### src/rtl/fix_serializer.sv
// fix_serializer: packs FIX tag/value chunks, inserting '=' and SOH delimiters, into 32-bit words.
// Define FIX_CHECKSUM_EN to keep a running mod-256 byte sum and publish it per message on checksum_o.
module fix_serializer #(
  parameter int unsigned MAX_BYTES = 8,
  parameter logic [7:0]  SOH       = 8'h01,
  parameter logic [7:0]  EQ        = 8'h3D
) (
  input  logic        clk,
  input  logic        rst,
  input  logic        in_valid_i,
  output logic        in_ready_o,
  input  logic [31:0] in_data_i,
  input  logic [2:0]  in_bytes_i,
  input  logic        in_kind_i,
  input  logic        in_last_i,
  input  logic        msg_end_i,
  output logic [31:0] data_o,
  output logic [2:0]  data_bytes_o,
  output logic        data_valid_o,
  input  logic        data_ready_i,
  output logic        error_o,
  output logic [7:0]  checksum_o
);
  localparam int unsigned BUF_W = 8 * MAX_BYTES;

  typedef enum logic [1:0] {EXPECT_TAG, IN_TAG, IN_VALUE, FLUSH} state_t;

  state_t           r_state, w_state_nx;
  logic [BUF_W-1:0] r_buf, w_shift, w_place, w_buf_nx;
  logic [3:0]       r_count, w_keep, w_count_nx;
  logic [31:0]      r_data;
  logic [2:0]       r_data_bytes;
  logic             r_data_valid, r_in_ready, r_error;

  logic        w_accept, w_emit, w_bytes_ok, w_kind_ok, w_good, w_bad, w_last, w_msg_end;
  logic        w_valid_nx;
  logic [2:0]  w_emit_n, w_app_n;
  logic [7:0]  w_delim;
  logic [39:0] w_app, w_app_mask, w_app_masked;

  assign w_accept   = in_valid_i && r_in_ready;
  assign w_emit     = r_data_valid && data_ready_i;
  assign w_bytes_ok = (in_bytes_i != 3'd0) && (in_bytes_i <= 3'd4);

  always_comb begin
    unique case (r_state)
      EXPECT_TAG, IN_TAG: w_kind_ok = !in_kind_i;
      IN_VALUE:           w_kind_ok = in_kind_i;
      default:            w_kind_ok = 1'b0;
    endcase
  end

  assign w_good    = w_accept && w_bytes_ok && w_kind_ok;
  assign w_bad     = w_accept && !(w_bytes_ok && w_kind_ok);
  assign w_last    = w_good && in_last_i;
  assign w_msg_end = w_last && in_kind_i && msg_end_i;

  // Bytes leaving the head this cycle, and what stays behind before new bytes land.
  assign w_emit_n = !w_emit ? 3'd0 : (r_count >= 4'd4) ? 3'd4 : r_count[2:0];
  assign w_keep   = r_count - {1'b0, w_emit_n};
  assign w_app_n  = !w_good ? 3'd0 : in_bytes_i + {2'b00, in_last_i};
  assign w_delim  = in_kind_i ? SOH : EQ;

  always_comb begin
    // NOTE: default first so the partial-chunk loop below cannot infer a latch.
    w_app = {5{w_delim}};
    for (int k = 0; k < 4; k++)
      if (3'(k) < in_bytes_i) w_app[39-8*k -: 8] = in_data_i[31-8*k -: 8];
  end

  assign w_app_mask   = ~(40'hFF_FFFF_FFFF >> {w_app_n, 3'b000});
  assign w_app_masked = w_app & w_app_mask;

  // Slots past the occupancy count are always zero, so shift-then-OR appends in place.
  assign w_shift    = r_buf << {w_emit_n, 3'b000};
  assign w_place    = {w_app_masked, {(BUF_W-40){1'b0}}} >> {w_keep, 3'b000};
  assign w_buf_nx   = w_shift | w_place;
  assign w_count_nx = w_keep + {1'b0, w_app_n};

  always_comb begin
    w_state_nx = r_state;
    unique case (r_state)
      EXPECT_TAG, IN_TAG: if (w_good) w_state_nx = in_last_i ? IN_VALUE : IN_TAG;
      IN_VALUE:           if (w_last) w_state_nx = w_msg_end ? FLUSH : EXPECT_TAG;
      FLUSH:              if (r_count == 4'd0) w_state_nx = EXPECT_TAG;
    endcase
  end

  assign w_valid_nx = (w_count_nx >= 4'd4) || ((w_state_nx == FLUSH) && (w_count_nx != 4'd0));

  always_ff @(posedge clk or negedge rst) begin
    if (!rst) begin
      r_state      <= EXPECT_TAG;
      r_count      <= '0;
      // NOTE: the byte buffer is reset as well: it drops a half-built message and keeps unused slots zero.
      r_buf        <= '0;
      r_data       <= '0;
      r_data_bytes <= '0;
      r_data_valid <= 1'b0;
      r_in_ready   <= 1'b0;
      r_error      <= 1'b0;
    end else begin
      // NOTE: non-blocking so every register samples the pre-edge values computed above.
      r_state      <= w_state_nx;
      r_count      <= w_count_nx;
      r_buf        <= w_buf_nx;
      r_data_valid <= w_valid_nx;
      r_data       <= w_valid_nx ? w_buf_nx[BUF_W-1 -: 32] : 32'h0;
      r_data_bytes <= !w_valid_nx ? 3'd0 : (w_count_nx >= 4'd4) ? 3'd4 : w_count_nx[2:0];
      r_in_ready   <= (w_count_nx <= 4'd3) && (w_state_nx != FLUSH);
      if (w_bad) r_error <= 1'b1;
    end
  end

  assign in_ready_o   = r_in_ready;
  assign data_o       = r_data;
  assign data_bytes_o = r_data_bytes;
  assign data_valid_o = r_data_valid;
  assign error_o      = r_error;

`ifdef FIX_CHECKSUM_EN
  logic [7:0] r_sum, r_checksum, w_sum_nx;

  always_comb begin
    w_sum_nx = r_sum;
    for (int k = 0; k < 5; k++) w_sum_nx = w_sum_nx + w_app_masked[39-8*k -: 8];
  end

  always_ff @(posedge clk or negedge rst) begin
    if (!rst) begin
      r_sum      <= '0;
      r_checksum <= '0;
    end else if (w_msg_end) begin
      r_checksum <= w_sum_nx;
      r_sum      <= '0;
    end else begin
      r_sum      <= w_sum_nx;
    end
  end

  assign checksum_o = r_checksum;
`else
  assign checksum_o = 8'h00;
`endif

endmodule

### config.mk
export PLATFORM = sky130hd
export DESIGN_NAME = fix_serializer
export DESIGN_NICKNAME = d
export VERILOG_FILES = /design/src/rtl/fix_serializer.sv
export SDC_FILE = /design/constraint.sdc
export NUM_CORES = 1
export LEC_CHECK = 0
export ABC_AREA = 1
export BUFFER_PORTS_ARGS = -buffer_cell sky130_fd_sc_hd__buf_4
export CAP_MARGIN = 5
export CORE_MARGIN = 2
export CORE_UTILIZATION = 52
export DETAILED_ROUTE_END_ITERATION = 12
export PLACE_DENSITY = 0.73
export SLEW_MARGIN = 30
export SYNTH_ARGS = -nofsm -noshare
export SYNTH_HDL_FRONTEND = slang
export SYNTH_SLANG_ARGS = --single-unit
### constraint.sdc
create_clock -name clk -period 6.7 [get_ports clk]
set_input_delay 1.34 -clock clk [delete_from_list [all_inputs] [get_ports clk]]
set_output_delay 1.34 -clock clk [all_outputs]
set_load 0.02 [all_outputs]
==> results of run 1 <==
[routing by layer]
metal | vias up | share of wire [%] | GRT usage [%]
met1 | 3131 | 48 | 44.5
li1 | 3443 | - | -
met5 | - | 0 | 0
met2 | 368 | 41 | 37.5
met3 | 28 | 9.6 | 4.09
met4 | 0 | 1.4 | 6.61
[worst max-delay path, delay by kind of cell]
| kind | cells | cell delay (ps) |
|---|---|---|
| AO/OA/AOI/OAI | 1 | 190 |
| XOR/XNOR | 1 | 190 |
| adder cells (fa/ha/maj) | 1 | 490 |
| buffers and inverters | 5 | 1510 |
| AND/OR/NAND/NOR | 6 | 1560 |
[report_power, final]
part	internal, uW	switching (uW)
Combinational	928	2080
Clock	275	237
Sequential	1000	124
Total	2200	2440
[synth_stat cells, drive strengths merged]
cell type | number | share of area (%)
clkinv | 1 | 0.052
o21bai | 1 | 0.10
and2 | 1 | 0.10
dfrtp | 108 | 38
o21ai | 80 | 5.7
xnor2 | 3 | 0.37
a221oi | 2 | 0.24
o211ai | 8 | 0.84
fa | 1 | 0.28
nor2 | 46 | 3.0
a31oi | 1 | 0.087
clkbuf | 26 | 1.4
inv | 92 | 4.8
nand4 | 8 | 0.91
nand3 | 163 | 13
ha | 8 | 1.4
or2 | 12 | 1.0
conb | 1 | 0.052
o22ai | 5 | 0.44
buf | 40 | 3.8
a21oi | 18 | 1.3
o221ai | 19 | 2.3
xor2 | 1 | 0.12
nand2 | 391 | 21
[flip-flops by register name, summed over array words and instances (netlist names)]
register and flops:
error_o 1, data_valid_o 1, r_count 4, r_state 2, in_ready_o 1, data_bytes_o 3
r_buf 64, data_o 32
[cells by family after synthesis]
kind of cell    count (synthesis)
compound gates                134
xor+xnor                        4
flops                         108
simple gates                  621
other cells                     1
buf+inv                       159
fa+ha+maj                       9
[area by class of cell]
| type | instances | area (um2) |
|---|---|---|
| Fill cell | 1313 | 5330 |
| Sequential cell | 108 | 2700 |
| Clock inverter | 4 | 33.8 |
| Tap cell | 176 | 220 |
| Timing Repair Buffer | 91 | 683 |
| Inverter | 93 | 349 |
| Multi-Input combinational cell | 776 | 3770 |
| Clock buffer | 12 | 256 |
[metrics by stage]
stage | utilization [%] | instances | worst slack (ps) | cell area [um2] | power (uW)
6_report | 60.1 | 1260 | 1700 | 8020 | 4650
5_1_grt | 60.1 | 1260 | 1380 | 8020 | 5110
4_1_cts | 60.1 | 1260 | 1770 | 8020 | 4610
3_5_place_dp | 57.9 | 1244 | 1420 | 7730 | 4080
3_3_place_gp | 57.9 | 1244 | 1490 | 7730 | 4030
2_1_floorplan | - | 1043 | 2280 | 7190 | 3340
[worst paths after layout]
path                                 startpoint                        end  slack [ps]
setup / recovery                   data_ready_i         r_buf[2]$_DFF_PN0_        1700
hold / removal              error_o$_DFFE_PN0P_        error_o$_DFFE_PN0P_         500
setup reg to reg           r_count[3]$_DFF_PN0_       data_o[10]$_DFF_PN0_        2310
hold reg to reg             error_o$_DFFE_PN0P_        error_o$_DFFE_PN0P_         500
max in group asynchronous                   rst        data_o[5]$_DFF_PN0_        4490
min in group asynchronous                   rst  data_bytes_o[2]$_DFF_PN0_         990
==> impl_metrics.yaml, run 1 <==
logic_synthesis:
  synthesis.instances: 1036
  ys_seq_area_share_pct: 37.7
  yosysWarningCount: 0
  synth_compound_area_share_pct: 11.0
  synth_fa_ha_area_share_pct: 1.68
  synthXorXnorAreaFrac_pct: 0.489
  dominant_combinational_cell_family_by_area_after_synthesis: "simple AND/OR/NAND/NOR gates"
  postSynthRegisterBits: 108
  synthMuxAreaShare_pct: 0
  mappedNetlistArea_um2: 7160
  post_synth.cell_area_avg_um2: 6.92
  synth_cell_types: 39
  synth-simple-area-share_pct: 39.0
worst_hold_path:
  min-delay-path-class: "reg2reg"
  worst_hold_path.num_cells: 1
worst_setup_path:
  crit_path_frequent_cell: "sky130_fd_sc_hd__nand2_1"
  setup.worst_path.end_class: "flop"
  critPathSlowestCell: "sky130_fd_sc_hd__nor2_1"
  worstRegToRegCells: 17
  worstPathRequired_ps: 6990
  worstSetupPathType: "in2reg"
  critical_path.cell_chain: "buf_4, nand2_1, nor2_1, inv_2, ha_1, xnor2_1, buf_4, inv_1, nor2_2, inv_1, o21ai_1, and2_2, nand2_1, nand2_1"
  worst_setup_path_start_kind: "input pin"
  critPathMaxFanout: 46
  slowest_delay_ps: 710
  worst-endpoint-arrival_ps: 5290
sta:
  totalNegativeSetupSlack_ps: 0
  grt_setup_unrepaired: "false"
  max_slew.worst_pin.slew_ps: 885
  finalHoldViolCount: 0
  finalWorstPathRequiredPeriod_ps: 5000
  setup-violations-final: 0
  final_min_period_over_clock_period_pct: 74.6
  drv_slew: 0
  final.setup_skew_ps: 7.92
  relSlewSlack_pct: 40.8
  achievable-frequency_mhz: 200
  hold-worst-slack_ps: 500
clock_tree:
  holdBufCountCts: 0
  cts-root-buf: "sky130_fd_sc_hd__clkbuf_16"
  cts.reportedPaths.clkPinSlew_ps: 70
  post-cts-setup-buffer-count: 0
  ctsLongestPathBuffers: 2
  worst_skew_pair.late_latency_ps: 350
  tritoncts_clock_tree: "done"
  clock-sinks: 108
  ctsHtreeMaxLevel: 3
  cts.repair.resized: 0
  numCtsBuffers: 9
grt:
  globalRoute.totalOverflow: 0
  pin_count_of_the_biggest_net_entering_global_routing: 73
  global_route_wire_length_before_repair_um: 31900
  grt_antenna_before_repair: 0
  gr-usage-all-layers_pct: 27.3
  first_global_vias: 6165
routing:
  wl_per_cell_um: 15.2
  dr_total_vias: 6970
  via_per_inst: 5.53
  drtAntennaViolNets: 0
  drcViolationCount: 0
  totalWireLength_um: 19200
  drtIter0Drc: 675
  dr.pass1.iters: 5
finish:
  most-common-layout-cells: "sky130_fd_sc_hd__nand2_1 (383), sky130_fd_sc_hd__nand3_1 (141), sky130_fd_sc_hd__dfrtp_1 (108)"
  final_nets: 1130
  antenna_cells: 0
  layout_commonest_cell: "sky130_fd_sc_hd__nand2_1"
  area_growth_syn_to_layout_pct: 11.9
  drive_gt1_share_pct: 15.1
placement:
  detailed_place_hpwl_um: 13700
  routabilityCongestion: 0.929
  buffer_ports.inserted: 79
floorplanning:
  die_width_um: 121
  fp-row-count: 42
  floorplan.die_area_um2: 14700
  initial_core_util_pct: 53.7
  ioPinCount: 88
  die_y_um: 121
  placeableCoreArea_um2: 13300
power:
  peak_supply_drop_uv: 300
  power.density_cell_area_nw_per_um2: 580
  static-leakage-power_uw: 0.00420
job:
  max_cap_violations: 0
status:
  outcome: "completed"
Power figures use the tool's default switching activity.
==> run 2, diff against run 1 <==
Clock period 6.7 ns to 4.7 ns, I/O delays scaled along.
==> run 2 against run 1 <==
- clock power grew 54%
- flip-flop and latch count is the same
- global-route usage shrank 0.41 points
- largest cell class unchanged
==> impl_metrics.yaml, run 2 (synthesis results as in run 1) <==
power:
  static-leakage-power_uw: 0.00423
  power.density_cell_area_nw_per_um2: 828
  peak_supply_drop_uv: 647
clock_tree:
  clock-sinks: 108
  post-cts-setup-buffer-count: 0
  numCtsBuffers: 9
  holdBufCountCts: 0
  cts.repair.resized: 0
  ctsHtreeMaxLevel: 3
  worst_skew_pair.late_latency_ps: 360
  ctsLongestPathBuffers: 2
  tritoncts_clock_tree: "done"
  cts-root-buf: "sky130_fd_sc_hd__clkbuf_16"
  cts.reportedPaths.clkPinSlew_ps: 80
floorplanning:
  floorplan.die_area_um2: 14700
  die_y_um: 121
  fp-row-count: 42
  ioPinCount: 88
  die_width_um: 121
  placeableCoreArea_um2: 13300
  initial_core_util_pct: 53.7
routing:
  via_per_inst: 5.50
  dr_total_vias: 6950
  totalWireLength_um: 19100
  dr.pass1.iters: 6
  drcViolationCount: 0
  drtAntennaViolNets: 0
  wl_per_cell_um: 15.1
  drtIter0Drc: 730
sta:
  final_min_period_over_clock_period_pct: 75.1
  relSlewSlack_pct: 52.0
  setup-violations-final: 0
  totalNegativeSetupSlack_ps: 0
  achievable-frequency_mhz: 283
  finalWorstPathRequiredPeriod_ps: 3530
  max_slew.worst_pin.slew_ps: 720
  drv_slew: 0
  final.setup_skew_ps: 9.64
  hold-worst-slack_ps: 414
  finalHoldViolCount: 0
  grt_setup_unrepaired: "false"
status:
  outcome: "completed"
finish:
  largest_register: "r_buf"
  area_growth_syn_to_layout_pct: 12.6
  flip_flop_count_of_the_largest_register_all_copies_and_words_added: 64
  final_nets: 1134
  antenna_cells: 0
  drive_gt1_share_pct: 15.5
  layout_commonest_cell: "sky130_fd_sc_hd__nand2_1"
  most-common-layout-cells: "sky130_fd_sc_hd__nand2_1 (383), sky130_fd_sc_hd__nand3_1 (141), sky130_fd_sc_hd__dfrtp_1 (108)"
grt:
  global_route_wire_length_before_repair_um: 31200
  pin_count_of_the_biggest_net_entering_global_routing: 73
  gr-usage-all-layers_pct: 26.9
  first_global_vias: 5977
  grt_antenna_before_repair: 0
  globalRoute.totalOverflow: 0
placement:
  detailed_place_hpwl_um: 13500
  buffer_ports.inserted: 79
  routabilityCongestion: 0.938
job:
  max_cap_violations: 0
worst_setup_path:
  worst-endpoint-arrival_ps: 3770
  worstSetupPathType: "in2reg"
  critPathMaxFanout: 33
  worstPathRequired_ps: 4940
  worst_setup_path_start_kind: "input pin"
  setup.worst_path.end_class: "flop"
worst_hold_path:
  min-delay-path-class: "in2async"
==> run 2: cell count changes in the layout (fill, tap and decap cells not counted), sizes merged <==
cell	change
buf	+4
inv	+4
clkbuf	-3
bufinv	+1
clkinv	-2
==> run 2: worst paths after layout <==
check	start	to	slack, ps	cells after the start
hold reg to reg	error_o$_DFFE_PN0P_	error_o$_DFFE_PN0P_	500	1
setup reg to reg	data_valid_o$_DFF_PN0_	data_o[27]$_DFF_PN0_	1480	17
min in group clk	error_o$_DFFE_PN0P_	error_o$_DFFE_PN0P_	500	1
hold / removal	rst	error_o$_DFFE_PN0P_	410	1
setup / recovery	data_ready_i	data_o[27]$_DFF_PN0_	1170	18
max in group asynchronous	rst	data_o[5]$_DFF_PN0_	3330	2
==> run 2: worst max-delay path: stages <==
cell	delay, ps
sky130_fd_sc_hd__buf_4	100
sky130_fd_sc_hd__nand2_1	160
sky130_fd_sc_hd__nor2_1	80
sky130_fd_sc_hd__nand2_2	70
sky130_fd_sc_hd__inv_2	40
sky130_fd_sc_hd__ha_1	190
sky130_fd_sc_hd__fa_1	490
sky130_fd_sc_hd__inv_1	110
sky130_fd_sc_hd__nand3_2	90
sky130_fd_sc_hd__nand2_1	80
sky130_fd_sc_hd__inv_1	40
sky130_fd_sc_hd__ha_1	190
sky130_fd_sc_hd__inv_1	60
sky130_fd_sc_hd__nand2_1	60
sky130_fd_sc_hd__xnor2_1	310
sky130_fd_sc_hd__nand4_4	470
sky130_fd_sc_hd__nand2_1	200
sky130_fd_sc_hd__inv_1	50
==> run 2: layout make-up <==
cell class	instances	area (um2)
clock buffer	9	225
clock inverter	7	82.6
fill	1329	5280
inverter	93	349
multi-input combinational	776	3770
sequential	108	2700
tap	176	220
timing repair buffer	95	713
==> run 2: routing by layer <==
| metal | up-vias | share of wire (%) | GRT usage (%) |
|---|---|---|---|
| li1 | 3447 | - | - |
| met1 | 3099 | 47 | 42.3 |
| met2 | 376 | 41 | 36.9 |
| met3 | 28 | 10 | 5.73 |
| met4 | 0 | 1.6 | 7.40 |
| met5 | - | 0 | 0 |
==> run 2: stage by stage <==
stage | total power [uW] | std cells | utilization (%) | area (um2) | setup WS, ps
finish | 6680 | 1264 | 60.4 | 8070 | 1170
global route | 7300 | 1264 | 60.4 | 8070 | 950
CTS | 6630 | 1264 | 60.4 | 8070 | 1170
detailed placement | 5820 | 1248 | 58.1 | 7760 | 817
global placement | 5790 | 1248 | 58.1 | 7760 | 919
floorplan | 4760 | 1043 | - | 7190 | 678
==> run 2: power breakdown <==
part / leakage (uW) / switching (uW) / internal (uW)
Clock: 0.000150 / 363 / 424
Combinational: 0.00277 / 2960 / 1340
Sequential: 0.00130 / 172 / 1430
==> run 3, diff against run 2 <==
Settings changed: PLACE_DENSITY 0.73 to 0.75.
Clock period 4.7 ns to 2.9 ns, I/O delays scaled along.
==> run 3 against run 2 <==
- clock power rose by 72%
- flip-flop and latch count did not move
- final cell count rose by 2.5%
- total power rose by 79%
- worst hold slack got worse by 170 ps
- sequential power rose by 62%
- routed wire length rose by 3.1%
- first-iteration DRC count fell by 4.4%
- worst setup slack got worse by 960 ps
- critical path depth fell by 1
- critical endpoint is now data_o[4]$_DFF_PN0_
==> impl_metrics.yaml, run 3 (synthesis results as in run 1) <==
grt:
  globalRoute.totalOverflow: 0
  gr-usage-all-layers_pct: 28.0
  global_route_wire_length_before_repair_um: 32600
  grt_antenna_before_repair: 0
  pin_count_of_the_biggest_net_entering_global_routing: 73
  first_global_vias: 6375
sta:
  final_min_period_over_clock_period_pct: 92.7
  relSlewSlack_pct: 55.4
  grt_setup_unrepaired: "false"
  setup-violations-final: 0
  finalHoldViolCount: 0
  layout_setup_ws_ps: 210
  achievable-frequency_mhz: 372
  max_slew.worst_pin.slew_ps: 669
  finalWorstPathRequiredPeriod_ps: 2690
  drv_slew: 0
  final.setup_skew_ps: 9.83
worst_setup_path:
  setup.worst_path.end_class: "flop"
  slowest_delay_ps: 460
  worstPathRequired_ps: 3150
  worst-endpoint-arrival_ps: 2940
  worst-r2r-setup-slack_ps: 210
  worst_setup_path_start_kind: "flop"
  worstSetupPathType: "reg2reg"
  critPathMaxFanout: 33
  critPathSlowestCell: "sky130_fd_sc_hd__fa_2"
  critical_path.cell_chain: "nor2_2, nand2_4, inv_4, ha_4, fa_2, inv_2, nand3_2, nand2_1, inv_1, ha_2, inv_2, nand2_2, xnor2_4, nand4_4, buf_12, nand2_1, inv_1"
clock_tree:
  cts-root-buf: "sky130_fd_sc_hd__clkbuf_16"
  worst_skew_pair.late_latency_ps: 360
  ctsLongestPathBuffers: 2
  ctsHtreeMaxLevel: 3
  cts.repair.resized: 0
  numCtsBuffers: 9
  holdBufCountCts: 0
  cts.reportedPaths.clkPinSlew_ps: 70
  tritoncts_clock_tree: "done"
  clock-sinks: 108
  post-cts-setup-buffer-count: 0
power:
  static-leakage-power_uw: 0.00442
  power.density_cell_area_nw_per_um2: 1410
  peak_supply_drop_uv: 948
status:
  outcome: "completed"
floorplanning:
  placeableCoreArea_um2: 13300
  ioPinCount: 88
  floorplan.die_area_um2: 14700
  initial_core_util_pct: 53.7
  die_width_um: 121
  fp-row-count: 42
  die_y_um: 121
finish:
  flip_flop_count_of_the_largest_register_all_copies_and_words_added: 64
  ff_latch_area_um2: 2700
  layout_commonest_cell: "sky130_fd_sc_hd__nand2_1"
  layoutNonFillerInstCount: 1295
  area_growth_syn_to_layout_pct: 18.2
  drive_gt1_share_pct: 19.3
  multi_input_comb_area_um2: 3890
  largest_register: "r_buf"
  count_of_fill_cells_added_during_filler_insertion: 1228
  antenna_cells: 0
  final_nets: 1165
  most-common-layout-cells: "sky130_fd_sc_hd__nand2_1 (378), sky130_fd_sc_hd__nand3_1 (140), sky130_fd_sc_hd__buf_4 (124)"
job:
  max_cap_violations: 0
placement:
  detailed_place_hpwl_um: 14000
  buffer_ports.inserted: 79
  routabilityCongestion: 0.930
  numPlacedInstances: 1279
  pre_cts_slack_ps: -34.6
worst_hold_path:
  min-delay-path-class: "in2async"
routing:
  dr.pass1.iters: 6
  via_per_inst: 5.43
  drtAntennaViolNets: 0
  drtIter0Drc: 698
  wl_per_cell_um: 15.2
  dr_total_vias: 7038
  totalWireLength_um: 19700
  drcViolationCount: 0
==> run 3: cell count changes in the layout (fill, tap and decap cells not counted), sizes merged <==
cell and change:
buf +31, inv -4, bufinv +1, clkbuf +4
clkinvlp -1
==> run 3: worst paths after layout <==
check                                     startpoint              endpoint  cells after the start
worst max register to register  r_count[3]$_DFF_PN0_   data_o[4]$_DFF_PN0_                     17
worst max-delay path            r_count[3]$_DFF_PN0_   data_o[4]$_DFF_PN0_                     17
worst min-delay path                             rst  data_o[16]$_DFF_PN0_                      1
worst min register to register   error_o$_DFFE_PN0P_   error_o$_DFFE_PN0P_                      1
min in group clk                 error_o$_DFFE_PN0P_   error_o$_DFFE_PN0P_                      1
max in group asynchronous                        rst   r_buf[15]$_DFF_PN0_                      2
==> run 3: worst max-delay path, delay by kind of cell, from the launching register on <==
family	cells	cell delay [ps]
adders and majority gates	3	760
and+or+nand+nor	7	740
buffers and inverters	6	450
DFF	1	400
xor gates and xnor gates	1	190
==> run 3: per-stage QoR <==
| stage | cell area (um2) | hold slack [ps] | total power (uW) | util [%] | TNS, ps |
|---|---|---|---|---|---|
| final | 8470 | 239 | 12000 | 63.4 | 0 |
| after CTS | 8470 | 269 | 11900 | 63.4 | 0 |
| after global placement | 8140 | 482 | 10300 | 61.0 | 0 |
| after detailed placement | 8140 | 476 | 10500 | 61.0 | -744 |
| after floorplan | 7340 | 284 | 7960 | - | -3220 |
| after global routing | 8470 | 294 | 13000 | 63.4 | 0 |
==> run 3: area by class of cell <==
cell class	count	area share [%]
Timing Repair Buffer	126	11.5
Tap cell	176	2.60
Multi-Input combinational cell	776	46.0
Clock inverter	3	0.813
Sequential cell	108	31.9
Clock buffer	13	3.07
Inverter	93	4.17
==> run 3: power breakdown <==
| group | total (uW) | leakage [uW] | switching, uW | internal [uW] |
|---|---|---|---|---|
| sequential | 2600 | 0.00130 | 285 | 2320 |
| clock | 1350 | 0.000160 | 546 | 806 |
| combinational | 8000 | 0.00296 | 5110 | 2890 |
==> run 3: layer usage <==
layer | global-route usage (%) | vias to the layer above | part of all wire [%]
met4 | 7.04 | 0 | 1.5
met5 | 0 | - | 0
li1 | - | 3517 | -
met1 | 43.1 | 3171 | 47
met3 | 5.73 | 26 | 9.1
met2 | 40.1 | 324 | 43
